<file path="src/rtl/trng_sampler.sv">
`default_nettype none
// ---------------------------------------------------------------------------
// trng_sampler: synchronizer, von Neumann debias and WIDTH-bit packer on a
// valid/ready stream. TRNG_SAMPLER_RCT_EN adds the repetition-count test.
// Revision: 1.0
// ---------------------------------------------------------------------------
module trng_sampler #(
  parameter int WIDTH       = 8,
  parameter int SYNC_STAGES = 2,
  parameter int RCT_LIMIT   = 64
) (
  input  logic             CLK,
  input  logic             RESET,
  input  logic             enable,
  input  logic             raw_bit,
  input  logic             clear,
  output logic [WIDTH-1:0] data_out,
  output logic             valid,
  input  logic             ready,
  output logic             overflow,
  output logic             fault
);
  localparam int CW = (WIDTH > 2) ? $clog2(WIDTH) : 1;
  localparam logic [0:0] ST_FIRST  = 1'b0;
  localparam logic [0:0] ST_SECOND = 1'b1;

  logic [SYNC_STAGES-1:0] sync_q;
  logic                   s;
  logic [0:0]             state_q, state_d;
  logic                   a_q, a_d;
  logic [WIDTH-1:0]       word_q, word_d, word_full;
  logic [CW-1:0]          cnt_q, cnt_d;
  logic                   emit, complete, load, ovf_set;
  logic [WIDTH-1:0]       data_q;
  logic                   valid_q, valid_d, overflow_q;
  logic                   fault_q;

  always_ff @(posedge CLK or negedge RESET) begin
    if (!RESET) sync_q <= '0;
    else        sync_q <= {sync_q[SYNC_STAGES-2:0], raw_bit};
  end
  assign s = sync_q[SYNC_STAGES-1];

  always_ff @(posedge CLK or negedge RESET) begin
    if (!RESET) state_q <= ST_FIRST;
    else        state_q <= state_d;
  end

  always_comb begin
    state_d = ST_FIRST;
    if (enable) begin
      case (state_q)
        ST_FIRST:  state_d = ST_SECOND;
        default:   state_d = ST_FIRST;
      endcase
    end
  end

  // Only unequal pairs yield a bit; 00 and 11 are thrown away.
  always_comb begin
    emit = 1'b0;
    if (enable && (state_q == ST_SECOND) && (a_q != s)) emit = 1'b1;
  end

  assign word_full = {word_q[WIDTH-2:0], a_q};
  assign complete  = emit && (cnt_q == CW'(WIDTH - 1));

  always_comb begin
    a_d    = a_q;
    word_d = word_q;
    cnt_d  = cnt_q;
    if (!enable) begin
      word_d = '0;
      cnt_d  = '0;
    end else begin
      if (state_q == ST_FIRST) a_d = s;
      if (emit) begin
        word_d = word_full;
        cnt_d  = complete ? '0 : cnt_q + 1'b1;
      end
    end
  end

  always_ff @(posedge CLK or negedge RESET) begin
    if (!RESET) begin
      a_q    <= 1'b0;
      word_q <= '0;
      cnt_q  <= '0;
    end else begin
      a_q    <= a_d;
      word_q <= word_d;
      cnt_q  <= cnt_d;
    end
  end

  // A faulted source never delivers words, and those drops are not overflows.
  assign load    = complete && !fault_q && (!valid_q || ready);
  assign ovf_set = complete && !fault_q && valid_q && !ready;

  always_comb begin
    valid_d = valid_q;
    if (load)                 valid_d = 1'b1;
    else if (valid_q && ready) valid_d = 1'b0;
  end

  always_ff @(posedge CLK or negedge RESET) begin
    if (!RESET) begin
      data_q     <= '0;
      valid_q    <= 1'b0;
      overflow_q <= 1'b0;
    end else begin
      if (load) data_q <= word_full;
      valid_q    <= valid_d;
      overflow_q <= ovf_set | (overflow_q & ~clear);
    end
  end

`ifdef TRNG_SAMPLER_RCT_EN
  localparam int RW = $clog2(RCT_LIMIT + 1);
  logic [RW-1:0] run_q, run_d;
  logic          s_prev_q, fault_set;

  // The fault fires on the cycle the run first reaches the limit; clear
  // restarts the run but cannot mask a simultaneous set event.
  always_comb begin
    run_d     = run_q;
    fault_set = 1'b0;
    if (enable) begin
      if (s == s_prev_q) begin
        if (run_q == RW'(RCT_LIMIT - 1)) fault_set = 1'b1;
        if (run_q != {RW{1'b1}})         run_d = run_q + 1'b1;
      end else begin
        run_d = RW'(1);
      end
    end
    if (clear) run_d = RW'(1);
  end

  always_ff @(posedge CLK or negedge RESET) begin
    if (!RESET) begin
      run_q    <= '0;
      s_prev_q <= 1'b0;
      fault_q  <= 1'b0;
    end else begin
      run_q    <= run_d;
      s_prev_q <= s;
      fault_q  <= fault_set | (fault_q & ~clear);
    end
  end
`else
  logic rct_unused;
  assign rct_unused = (RCT_LIMIT != 0);
  assign fault_q    = 1'b0;
`endif

  assign data_out = data_q;
  assign valid    = valid_q;
  assign overflow = overflow_q;
  assign fault    = fault_q;

endmodule
`default_nettype wire

</file>
<file path="config.mk">
export PLATFORM = sky130hd
export DESIGN_NAME = trng_sampler
export DESIGN_NICKNAME = d
export VERILOG_FILES = /design/src/rtl/trng_sampler.sv
export SDC_FILE = /design/constraint.sdc
export NUM_CORES = 1
export LEC_CHECK = 0
export CAP_MARGIN = 20
export CORE_MARGIN = 2
export CORE_UTILIZATION = 30
export DETAILED_ROUTE_END_ITERATION = 10
export SLEW_MARGIN = 20
export SYNTH_ARGS = -nofsm -noshare
export SYNTH_HDL_FRONTEND = slang
export SYNTH_SLANG_ARGS = --single-unit
</file>
<file path="constraint.sdc">
create_clock -name CLK -period 1.46 [get_ports CLK]
set_input_delay 0.292 -clock CLK [delete_from_list [all_inputs] [get_ports CLK]]
set_output_delay 0.292 -clock CLK [all_outputs]
set_load 0.05 [all_outputs]
</file>
# [After elaboration in Yosys (flattened, before gate mapping)]
# Cells that the tools add are included.
[word_totals] reg_bits=24 latch_bits=0 ramBits=0 romBits=0 out_inout_bits=11 wordCells=38 mem_count=0
[classes] n_addsub=1 multipliers=0 n_div=0 order_cmp=0 eq_ne=3 shifts=0 mux=10 n_bitwise=4 n_reduce_logical=12
[ops] operator="7-bit two-way mux" count=2
[ops] operator="3-bit two-way mux" count=3
[ops] operator="1-bit logical AND" count=7
[ops] operator="1-bit two-way mux" count=5
[ops] operator="3-bit by 1-bit adder with 3-bit output, second input constant" count=1
[ops] operator="3-bit equality test, second input constant" count=1
[ops] operator="1-bit zero test" count=2
[ops] operator="2-bit by 1-bit inequality test with 1-bit output, second input constant" count=1
[ops] operator="1-bit inverter" count=2
[ops] operator="2-bit AND reduction" count=1
[ops] operator="2-bit nonzero test" count=1
[ops] operator="1-bit bitwise AND" count=1
[ops] operator="1-bit logical OR" count=1
[ops] operator="1-bit inequality test" count=1
[ops] operator="1-bit bitwise OR" count=1

# [Logic depth before layout (Yosys ltp)]
# Gate-level depths: netlist (run 1).
[depth] depth_word=7 ltp_mapped=4

# [Worst setup path after synthesis (run 1)]
# OpenSTA, ideal clock, no wires.
[synth_timing] path_kind="register to register" startpoint="register valid_q (netlist: valid)" endpoint="register data_q[0] (netlist: data_out[0])" setup_time_ns=0.125 arrival_time_ns=1.393 setup_slack_ns=-0.057 path_stages_with_launch=4 n_path_buf=0 period_less_slack_ns=1.517 cell_sequence="dfrtp_1 -> nor2b_1 -> nand4b_4 -> mux2_2"
[synth_via] elab_chain_len=3
[synth_lines] element="from (decl)" line="35" rtl="logic valid_q, valid_d, overflow_q;"
[synth_lines] element="from (signal assigned)" line="113" rtl="valid_q <= valid_d;"
[synth_lines] element="1-bit zero test" line="97" rtl="assign load = complete && !fault_q && (!valid_q || ready);"
[synth_lines] element="1-bit logical OR" line="97"
[synth_lines] element="1-bit logical AND" line="97"
[synth_lines] element="to (signal assigned)" line="112" rtl="if (load) data_q <= word_full;"
[synth_lines] element="to (decl)" line="34" rtl="logic [WIDTH-1:0] data_q;"
# Every way passes these cells.
# A chain may end at the register's enable or synchronous reset.

# [Final worst setup path (run 1)]
[layout_timing] startpoint="register cnt_q[0]" endpoint="register cnt_q[0]"
[layout_via] elab_chain_len=5 elab_cells_between_ends=6
[layout_lines] element="from (decl)" line="32" rtl="logic [CW-1:0] cnt_q, cnt_d;"
[layout_lines] element="from (signal assigned)" line="92" rtl="cnt_q <= cnt_d;"
[layout_lines] element="parallel branches: the longest is 2 deep, another holds 3-bit by 1-bit adder with 3-bit output"
[layout_lines] element="3-bit two-way mux (*)" line="79" rtl="cnt_d = complete ? '0 : cnt_q + 1'b1;"
[layout_lines] element="3-bit two-way mux (*)" line="77" rtl="if (emit) begin"
[layout_lines] element="3-bit two-way mux (*)" line="72" rtl="if (!enable) begin"
# Mark *: on every way between the ends. The select of a mux whose other input is x is not followed.

==> flow_summary.ini, run 1 <==
[timing]
hold_viol = 0
setup_viol = 1
whs_ns = 0.316
clock_skew_ns = 0.0128
finalCriticalPeriod_ns = 1.47
slew_violations = 0
fin_crit_sh = 1.01
rsz0062_at_grt = yes
setup_tns_ns = -0.00985
fmax_mhz = 680
setup_ws_ns = -0.00985

[final_layout]
syn2layout_area_growth_pct = 44.8
num_antenna_cells = 0
drive_gt1_frac = 0.380
fin_nets = 117
multi_input_area_um2 = 389
fillers = 314
seq_area_um2 = 602
design_area_um2 = 1440

[setup_path]
crit_type = reg -> reg
crit_path_end_kind = register
ff2ff_path_depth = 4
worstSetupStartpoint = cnt_q[0]
worstPathRequired_ns = 1.70
crit_end = cnt_q[0]
regToRegStartpoint = cnt_q[0]
arrival_ns = 1.71
r2r_slack_ns = -0.01
startpoint_type = register
reg2reg_to = cnt_q[0]
crit_path_max_fanout = 3

[placement]
pre_cts_slack_ns = -0.244
post_dp_cell_area_um2 = 1360
place_congestion = 0.705
io_buffers = 15
dp_hpwl_um = 1270

[detailed_routing]
initialDrtViolationCount = 9
drt-total-wl_um = 1760
viasPerCell = 4.42
drc = 0
wire_per_inst_um = 11.6
vias = 672
drtAntennaViolNets = 0
drt_pass1_iterations = 4

[power_and_ir_drop]
irDropWorstVdd_uv = 339
leakagePower_nw = 0.679
power_density_nw_per_um2 = 893

[yosys]
synth_cell_type_count = 23
ys_seq_area_frac = 0.603
synth_area_um2 = 996
netlist_instances = 81
syn_nets = 89
avgSynthCellArea_um2 = 12.3
ys_warn_count = 0
synth-seq-cells = 24

[clocking]
root_buffer = clkbuf_4
cts_buffer_depth = 2
hold_buffers = 0
clkTransAtPathRegs_ns = 0.13
clk_latency_ns = 0.31
cts_made_buffers = 3
cts_tree = yes
htreeDepth = 1
cts.sinks = 24

[outcome]
outcome = complete, but fails checks
violations = setup timing

[min_path]
hold_path_class = in -> async

[die]
initial_utilization = 0.321
dieArea_um2 = 3800
core.rowCount = 20
core_area_um2 = 3100
io_pins = 17
fp.dieW_um = 61.6
die_h_um = 61.6

[global_route]
grtUsageTotal = 0.109
grt_max_degree = 25
gr-total-overflow = 0
grt_pass1_wl_um = 3020
grt_pass1_vias = 689
antenna_found_initial = 0

[run]
drv_cap = 0
-- through the flow --
| step | power [mW] | utilization | instances |
|---|---|---|---|
| detailed placement | 0.829 | 0.439 | 147 |
| CTS | 1.31 | 0.460 | 151 |
| global placement | 0.825 | 0.439 | 147 |
| global route | 1.35 | 0.465 | 152 |
| floorplan | 0.764 | - | 81 |
| finish | 1.29 | 0.465 | 152 |
-- worst min-delay path by stage --
stage	endpoint	slack, ns	cells past startpoint
after floorplan	a_q	-0.004	0
after global placement	sync_q[1]	0.34	0
after detailed placement	sync_q[1]	0.34	0
after CTS	data_out[5]	0.32	2
after global routing	data_out[5]	0.32	2
final	data_out[5]	0.32	2
-- final cells by class --
| class | instances | area share |
|---|---|---|
| Multi-Input combinational cell | 51 | 0.270 |
| Clock buffer | 3 | 0.0156 |
| Clock inverter | 1 | 0.0208 |
| Inverter | 3 | 0.00781 |
| Timing Repair Buffer | 26 | 0.231 |
| Tap cell | 44 | 0.0382 |
| Sequential cell | 24 | 0.417 |
-- metal layers --
layer	up-vias	routed length [um]	track usage
met5	-	0	0
met4	0	27	0.0638
li1	330	-	-
met3	2	67	0.0189
met1	324	865	0.138
met2	16	796	0.174
-- synth_stat cells --
cell	instances	share of area
xor2_2	1	0.016
nor2_1	2	0.0075
a32o_1	1	0.010
inv_1	3	0.011
xnor2_1	1	0.0088
ha_1	2	0.025
nand4b_1	1	0.0088
mux2i_1	1	0.010
dfrtp_1	24	0.60
o21ai_0	9	0.045
a21oi_1	2	0.010
a21o_1	1	0.0075
conb_1	1	0.0038
nand3_1	7	0.035
buf_2	1	0.0050
nor2b_1	1	0.0063
clkbuf_2	1	0.0050
and2_1	1	0.0063
mux2_2	9	0.10
nand4b_4	1	0.024
buf_4	1	0.0075
or4_1	1	0.0075
nand2_1	9	0.034
-- cells by family (layout without fill, tap and decap cells) --
| logic type | count (synthesis) | count (layout) | share of synthesized area |
|---|---|---|---|
| mux | 10 | 10 | 0.112 |
| xor+xnor | 2 | 2 | 0.0251 |
| other cells | 1 | 1 | 0.00377 |
| fa+ha+maj | 2 | 2 | 0.0251 |
| buf+inv | 6 | 33 | 0.0289 |
| flops | 24 | 24 | 0.603 |
| compound gates | 13 | 13 | 0.0729 |
| simple gates | 23 | 23 | 0.129 |
-- timing repair --
action                     4_1_cts  5_1_grt
gates cloned                     0        0
pin swaps                        3        3
resized for setup                2        2
buffers inserted                 0        1
setup endpoints to repair        1        2
-- worst max-delay path, cell delays in order, from the launching register on --
cell	delay [ns]
dfrtp_1	0.41
ha_2	0.20
ha_4	0.17
or4_4	0.51
a21oi_2	0.12
-- state kept, by name, summed over array words and instances, names as in the netlist --
| name | flops |
|---|---|
| cnt_q | 3 |
| a_q | 1 |
| overflow | 1 |
| state_q | 1 |
| valid | 1 |
| word_q | 7 |
| data_out | 8 |
| sync_q | 2 |
-- report_power, final --
part / total (mW) / internal [mW] / switching (mW)
combinational: 0.125 / 0.0523 / 0.0724
sequential: 0.693 / 0.679 / 0.0146
clock: 0.470 / 0.277 / 0.192
-- cell usage in the layout (no fill, tap or decap), types with 2 or more instances in the layout --
| master | Yosys | layout |
|---|---|---|
| buf_4 | 1 | 11 |
| mux2_2 | 9 | 9 |
| o21ai_0 | 9 | 9 |
| nand3_1 | 7 | 7 |
| nand2_1 | 9 | 9 |
| inv_1 | 3 | 3 |
| clkbuf_4 | 0 | 3 |
| buf_12 | 0 | 10 |
| clkdlybuf4s50_1 | 0 | 5 |
| dfrtp_1 | 24 | 23 |
| nor2_1 | 2 | 2 |
Note: power is estimated with default switching activity, not from simulation.
==> run 2, diff against run 1 <==
==> constraint.sdc (replaced) <==
create_clock -name CLK -period 1.46 [get_ports CLK]
set_input_delay 0.146 -clock CLK [delete_from_list [all_inputs] [get_ports CLK]]
set_output_delay 0.146 -clock CLK [all_outputs]
set_load 0.05 [all_outputs]
==> flow_summary.ini, run 2 (same netlist as run 1, synthesis figures left out) <==
[clocking]
htreeDepth = 1
clk_latency_ns = 0.31
cts_made_buffers = 3
clkTransAtPathRegs_ns = 0.12
cts_buffer_depth = 2
cts_tree = yes
root_buffer = clkbuf_4
cts.sinks = 24

[global_route]
grtUsageTotal = 0.110
grt_pass1_wl_um = 3000
grt_max_degree = 25
gr-total-overflow = 0
antenna_found_initial = 0
grt_pass1_vias = 669

[setup_path]
crit_type = reg -> reg
arrival_ns = 1.73
cpLargestDelayFamily = simple AND/OR/NAND/NOR gates
crit_path_max_fanout = 3
crit_slowest_cell = or4_4
crit_chain = ha_2 -> ha_4 -> or4_4 -> a21oi_2
startpoint_type = register
crit_path_end_kind = register
worstPathRequired_ns = 1.71
cp_num_buf_inv = 0
cp_slowest_stage_delay_ns = 0.51

[die]
fp.dieW_um = 61.6
dieArea_um2 = 3800
core_area_um2 = 3100
io_pins = 17
initial_utilization = 0.321
core.rowCount = 20
die_h_um = 61.6

[final_layout]
drive_gt1_frac = 0.376
final_cell_mix = dfrtp_1 (23), buf_4 (22), nand2_1 (9), o21ai_0 (9), mux2_2 (9)
fin_nets = 118
design_area_um2 = 1300
layout_commonest_cell = dfrtp_1
syn2layout_area_growth_pct = 30.4
largest_reg_flops = 8
post-route-util = 0.419
layout.cells.non_filler = 153
fillers = 313
num_antenna_cells = 0

[placement]
pre_cts_slack_ns = -0.0931
post_dp_cell_area_um2 = 1240
dp_cells = 147
place_congestion = 0.755
dp_hpwl_um = 1290
io_buffers = 15

[timing]
whs_ns = 0.165
setup_ws_ns = -0.0201
fmax_mhz = 676
rsz0062_at_grt = yes
setup_tns_ns = -0.0201
clock_skew_ns = 0.00155
hold_viol = 0
finalCriticalPeriod_ns = 1.48
slew_violations = 0
fin_crit_sh = 1.01
setup_viol = 1

[detailed_routing]
drt_pass1_iterations = 4
vias = 684
drtAntennaViolNets = 0
viasPerCell = 4.47
drt-total-wl_um = 1750
initialDrtViolationCount = 13
drc = 0
wire_per_inst_um = 11.4

[run]
drv_cap = 0

[power_and_ir_drop]
power_density_nw_per_um2 = 856
leakagePower_nw = 0.643
total_power_mw = 1.11
irDropWorstVdd_uv = 591

[outcome]
violations = setup timing
outcome = complete, but fails checks

[min_path]
hold_path_class = in -> async
run 2: cell types whose count changed in the layout (fill, tap and decap cells not counted), sizes merged:
cell    before  now
buf         21   22
clkbuf       3    4
bufinv       1    0
run 2: per-layer routing:
| layer | vias up | routed length (um) | GRT usage |
|---|---|---|---|
| met4 | 0 | 19 | 0.0456 |
| met5 | - | 0 | 0 |
| met2 | 24 | 796 | 0.170 |
| met1 | 327 | 821 | 0.141 |
| li1 | 331 | - | - |
| met3 | 2 | 112 | 0.0378 |
run 2: final cells by class:
cell class / instances / area, um2 / area share
sequential: 24 / 602 / 0.463
timing repair buffer: 27 / 215 / 0.166
clock buffer: 4 / 26.3 / 0.0202
inverter: 3 / 11.3 / 0.00867
tap: 44 / 55.1 / 0.0424
multi-input combinational: 51 / 389 / 0.300
run 2: what timing repair did:
action                     in CTS  in global routing
setup buffers                   1                  2
pin swaps                       0                  3
setup endpoints to repair       1                  1
gates resized for setup         2                  2
hold buffers                    0                  0
run 2: power breakdown:
| group | internal (mW) | switching [mW] | total (mW) | leakage, nW |
|---|---|---|---|---|
| sequential | 0.679 | 0.0148 | 0.693 | 0.325 |
| combinational | 0.0547 | 0.0695 | 0.124 | 0.304 |
| clock | 0.107 | 0.187 | 0.294 | 0.0150 |
| total | 0.840 | 0.271 | 1.11 | 0.643 |
run 2: worst paths after layout:
path	cells after the start	start	slack, ns	end
worst min register to register	0	sync_q[0]	0.37	sync_q[1]
min in group CLK	1	raw_bit	0.26	sync_q[0]
worst max-delay path	4	cnt_q[1]	-0.02	cnt_q[0]
worst max register to register	4	cnt_q[1]	-0.02	cnt_q[0]
worst min-delay path	2	RESET	0.17	data_out[5]
max in group asynchronous	2	RESET	1.04	valid
